--- src/rtl/wr_burst_ctrl.sv ---
// Splits a user write job into AXI INCR bursts: one command strobe, then the burst's data beats.
// Optional WR_BURST_4K_SPLIT_EN: additionally clip each burst so it never crosses a 4KB boundary.
module wr_burst_ctrl #(
   parameter int AXI_ADDR_WIDTH = 32,
   parameter int AXI_DATA_WIDTH = 128,
   parameter int LEN_WIDTH      = 16,
   parameter int MAX_BURST      = 256
) (
   input  logic                      wr_clk,
   input  logic                      resetn,
   input  logic                      usr_wr_start,
   input  logic [AXI_ADDR_WIDTH-1:0] usr_wr_addr,
   input  logic [LEN_WIDTH-1:0]      usr_wr_len,
   input  logic [AXI_DATA_WIDTH-1:0] usr_data,
   input  logic                      usr_data_valid,
   output logic                      usr_data_ready,
   output logic                      usr_wr_busy,
   output logic                      usr_wr_done,
   input  logic                      wr_buf_afull,
   output logic                      wr_req_en,
   output logic [AXI_ADDR_WIDTH-1:0] wr_addr_in,
   output logic [7:0]                wr_burst_len,
   output logic [AXI_DATA_WIDTH-1:0] wr_data_in,
   output logic                      wr_data_valid,
   output logic                      wr_data_last
);
   localparam int BYTES = AXI_DATA_WIDTH / 8;
   localparam int BSH   = $clog2(BYTES);
   localparam int CW    = (LEN_WIDTH > 13) ? LEN_WIDTH : 13;

   typedef enum logic [1:0] {IDLE, CMD, DATA, DONE} state_t;
   state_t state, state_nxt;

   logic [AXI_ADDR_WIDTH-1:0] addr;
   logic [LEN_WIDTH-1:0]      rem;
   logic [8:0]                beats, cnt;
   logic [CW-1:0]             beats_calc;
   logic job_start, zero_start, cmd_fire, beat_acc, final_beat;

`ifdef WR_BURST_4K_SPLIT_EN
   logic [12:0] to4k;
   // addr is beat-aligned, so the shift is an exact division
   assign to4k = (13'd4096 - {1'b0, addr[11:0]}) >> BSH;
`endif

   always_comb begin
      beats_calc = (CW'(rem) > CW'(MAX_BURST)) ? CW'(MAX_BURST) : CW'(rem);
`ifdef WR_BURST_4K_SPLIT_EN
      if (CW'(to4k) < beats_calc) beats_calc = CW'(to4k);
`endif
   end

   always_ff @(posedge wr_clk or negedge resetn) begin
      if (!resetn) state <= IDLE;
      else         state <= state_nxt;
   end

   always_comb begin
      state_nxt  = state;
      job_start  = 1'b0;
      zero_start = 1'b0;
      cmd_fire   = 1'b0;
      beat_acc   = 1'b0;
      final_beat = 1'b0;
      case (state)
         IDLE: if (usr_wr_start) begin
            if (usr_wr_len != '0) begin
               job_start = 1'b1;
               state_nxt = CMD;
            end else begin
               zero_start = 1'b1;
            end
         end
         CMD: if (!wr_buf_afull) begin
            cmd_fire  = 1'b1;
            state_nxt = DATA;
         end
         DATA: begin
            beat_acc   = usr_data_valid && usr_data_ready;
            final_beat = beat_acc && (cnt == beats - 9'd1);
            if (final_beat) state_nxt = (rem == LEN_WIDTH'(beats)) ? DONE : CMD;
         end
         DONE:    state_nxt = IDLE;
         default: state_nxt = IDLE;
      endcase
   end

   always_ff @(posedge wr_clk or negedge resetn) begin
      if (!resetn) begin
         addr           <= '0;
         rem            <= '0;
         beats          <= '0;
         cnt            <= '0;
         usr_data_ready <= 1'b0;
         usr_wr_busy    <= 1'b0;
         usr_wr_done    <= 1'b0;
         wr_req_en      <= 1'b0;
         wr_addr_in     <= '0;
         wr_burst_len   <= '0;
         wr_data_in     <= '0;
         wr_data_valid  <= 1'b0;
         wr_data_last   <= 1'b0;
      end else begin
         wr_req_en     <= cmd_fire;
         wr_data_valid <= beat_acc;
         wr_data_last  <= final_beat;
         usr_wr_done   <= zero_start || (state == DONE);
         if (job_start) begin
            addr        <= {usr_wr_addr[AXI_ADDR_WIDTH-1:BSH], {BSH{1'b0}}};
            rem         <= usr_wr_len;
            usr_wr_busy <= 1'b1;
         end
         if (cmd_fire) begin
            wr_addr_in     <= addr;
            wr_burst_len   <= 8'(beats_calc - CW'(1));
            beats          <= 9'(beats_calc);
            cnt            <= '0;
            usr_data_ready <= 1'b1;
         end
         if (beat_acc) begin
            wr_data_in <= usr_data;
            cnt        <= cnt + 9'd1;
         end
         // ready drops on the same edge that takes the final beat
         if (final_beat) begin
            usr_data_ready <= 1'b0;
            addr           <= addr + (AXI_ADDR_WIDTH'(beats) << BSH);
            rem            <= rem - LEN_WIDTH'(beats);
         end
         if (state == DONE) usr_wr_busy <= 1'b0;
      end
   end
endmodule

--- config.mk ---
export PLATFORM = sky130hd
export DESIGN_NAME = wr_burst_ctrl
export DESIGN_NICKNAME = d
export VERILOG_FILES = /design/src/rtl/wr_burst_ctrl.sv
export SDC_FILE = /design/constraint.sdc
export NUM_CORES = 1
export LEC_CHECK = 0
export ABC_AREA = 1
export CAP_MARGIN = 40
export CORE_MARGIN = 8
export CORE_UTILIZATION = 49
export CTS_BUF_LIST = sky130_fd_sc_hd__clkbuf_4 sky130_fd_sc_hd__clkbuf_8
export CTS_CLUSTER_DIAMETER = 80
export DETAILED_ROUTE_END_ITERATION = 8
export GPL_TIMING_DRIVEN = 0
export PLACE_DENSITY = 0.94
export SLEW_MARGIN = 30
export SYNTH_ARGS = -nofsm -noshare
export SYNTH_HDL_FRONTEND = slang
export SYNTH_SLANG_ARGS = --single-unit
--- constraint.sdc ---
create_clock -name wr_clk -period 2.6 [get_ports wr_clk]
set_clock_uncertainty 0.1 [all_clocks]
set_input_delay 0.26 -clock wr_clk [delete_from_list [all_inputs] [get_ports wr_clk]]
set_output_delay 0.26 -clock wr_clk [all_outputs]
set_load 0.02 [all_outputs]
==> qor.yml <==
power_frac_comb_pct: 50.9
vias: 12200
slew_headroom_pct: 56.4
grt_max_degree: 72
gp_congestion: 0.955
cts_tree: "yes"
cts.clk_slew.worst_paths_ns: 0.06
io_pins: 355
critPathMaxFanout: 10
start_kind: "flop"
p_int_mw: 11.8
status: "finished, final reports clean"
switchingPower_mw: 9.26
finish.utilization_pct: 70.1
syn_area_um2: 11900
switching_share_pct: 43.9
place_inst: 2276
synth_top_flop_cell: "dfrtp_1"
insertion_delay_ns: 0.56
numPortBuffers: 346
worstPathRequired_ns: 2.94
totalWireLength_um: 41200
power_leakage_nw: 8.67
cts.htree.levels: 2
fp.coreArea_um2: 24000
fmax_ghz: 0.403
yosys_warnings: 0
final-setup-viol-count: 0
cts_sinks: 234
fp.dieH_um: 172
finalSetupTns_ns: 0
drtPass1Iterations: 5
critPathCaptureType: "flop"
numCtsBuffers: 41
seqPwrFrac_pct: 31.3
dp_hpwl_um: 31000
drv_cap: 0
first_global_vias: 12200
tightestPinTransition_ns: 0.654
ys_seq_area_share_pct: 49.4
synth_cell_types: 37
cts_buffer_depth: 3
std_cell_rows: 57
drv_slew: 0
wl_per_cell_um: 17.5
cts_root_buf: "clkbuf_8"
drc: 0
vias_per_cell: 5.20
drtAntennaViolNets: 0
final_nets: 2204
post-route-period-util_pct: 95.4
start_util_pct: 49.3
p_clk_share_pct: 17.8
final_cells: 2355
die-area_um2: 29400
peakVddDrop_mv: 0.744
powerDensity_nw_per_um2: 1250
syn_inst: 1599
synth_edf_count: 0
crit_type: "flop to flop"
layout_min_cycle_time_ns: 2.48
area_delta_synth_final_pct: 42.2
synth.avg_cell_area_um2: 7.41
grt.total_usage_pct: 27.1
antenna_cells: 0
drive_gt1_share_pct: 6.40
yosys_register_bits: 234
async_flop_share_pct: 100
hold_violations: 0
die_w_um: 172
drt_iter0_markers: 1159
antenna_found_initial: 0
cp.arrival_ns: 2.82
hold_class: "input port to asynchronous set/reset pin"
grt_pass1_wl_um: 63100
global_route.overflow_total: 0
[registers in the layout, indices dropped and copies added (netlist names), 2 cells and up]
name and count:
addr 28, beats 9, cnt 9, rem 16, state 2, wr_addr_in 28
wr_burst_len 8, wr_data_in 128
[synthesized netlist by cell type (2+ instances only)]
library cell / number / area [um2]
a21o_1: 3 / 22.5
a21oi_1: 16 / 80.1
and3_1: 2 / 12.5
buf_2: 7 / 35.0
buf_4: 7 / 52.6
buf_6: 4 / 45.0
clkbuf_1: 47 / 176
dfrtp_1: 234 / 5860
fa_1: 2 / 40.0
ha_1: 21 / 263
inv_1: 114 / 428
inv_2: 8 / 30.0
nand2_1: 789 / 2960
nand3_1: 100 / 500
nand3b_1: 3 / 22.5
nand4_1: 18 / 113
nor2_1: 75 / 282
nor2_2: 4 / 25.0
nor3_1: 8 / 40.0
nor4_1: 2 / 12.5
o21a_1: 2 / 15.0
o21ai_0: 65 / 325
o21ai_1: 16 / 80.1
o22ai_1: 2 / 12.5
xnor2_1: 5 / 43.8
xor2_1: 34 / 298
[power groups by stage]
stage / Sequential [mW] / Combinational, mW / Clock [mW]
after floorplan: 7.78 / 4.67 / 0
final: 6.60 / 10.7 / 3.75
after detailed placement: 6.57 / 10.5 / 0
after CTS: 6.56 / 10.6 / 3.81
after global placement: 6.49 / 10.2 / 0
after global routing: 6.77 / 11.8 / 3.96
[cell families after synthesis]
kind of cell | count (synthesis) | synth area share (%)
simple gates | 1006 | 33.8
flops | 234 | 49.4
buf+inv | 188 | 6.50
compound gates | 108 | 4.78
xor+xnor | 39 | 2.88
fa+ha+maj | 23 | 2.55
other cells | 1 | 0.0316
[layout by cell type, fill, tap and decap left out, types with 11 or more instances in the layout]
cell type	synthesis	routed
clkbuf_8	0	55
ha_1	21	21
buf_4	7	11
nor2_1	75	71
nand2_1	789	788
o21ai_0	65	63
o21ai_1	16	18
dfrtp_1	234	232
nand4_1	18	18
clkdlybuf4s50_1	0	345
a21oi_1	16	16
clkbuf_1	47	43
clkbuf_4	0	16
nand3_1	100	99
xor2_1	34	34
inv_1	114	114
[layer usage]
metal | global-route usage (%) | vias up | share of wire [%]
met2 | 45.8 | 594 | 49
met3 | 6.84 | 150 | 8.9
met5 | 0 | - | 0
li1 | - | 5774 | -
met1 | 32.0 | 5728 | 38
met4 | 12.7 | 0 | 4.7
[per-stage QoR]
stage / hold slack (ns) / instance area [um2] / power [mW] / worst slack (ns)
finish: 0.0927 / 16900 / 21.1 / 0.121
global route: 0.117 / 16900 / 22.5 / -0.0102
CTS: 0.0735 / 16800 / 21.0 / -0.000440
detailed placement: 0.0741 / 15800 / 17.1 / -0.327
global placement: 0.352 / 15700 / 16.7 / -8.62
floorplan: -0.136 / 11900 / 12.5 / 0.398
[worst max-delay path, cell delays in order, from the launching register on]
cell	delay, ns
dfrtp_2	0.45
inv_1	0.14
ha_1	0.15
buf_2	0.18
xnor2_1	0.16
xor2_1	0.23
nand2_1	0.12
nor2_4	0.15
nand3_2	0.11
nor2_4	0.15
buf_4	0.22
nand2_1	0.08
nand2_1	0.10
nand2_1	0.07
[path summary, 6_finish.rpt]
path,start,endpoint,slack (ns),cells after the start
max,beats[1],addr[30],0.12,13
max in group asynchronous,resetn,wr_data_in[1],1.32,4
min in group wr_clk,usr_data[126],wr_data_in[126],0.15,3
min reg2reg,wr_data_in[2],wr_data_in[2],0.37,2
min,resetn,wr_addr_in[20],0.09,2
max reg2reg,beats[1],addr[30],0.12,13
[final cells by class]
class,count,area [um2]
fill,1796,7180
sequential,234,5860
multi-input combinational,1180,5280
timing repair buffer,355,3600
clock buffer,70,870
inverter,122,458
tap,324,405
buffer,66,332
clock inverter,4,58.8
[what timing repair did]
item | 4_1_cts | 5_1_grt
pin swaps | 0 | 2
hold buffers | 1 | 0
gates cloned | 0 | 0
hold endpoints to repair | 172 | 0
setup buffers | 0 | 4
endpoints found under the setup margin | 76 | 64
resized for setup | 8 | 19
No activity file was read; power rests on OpenSTA's default activity.
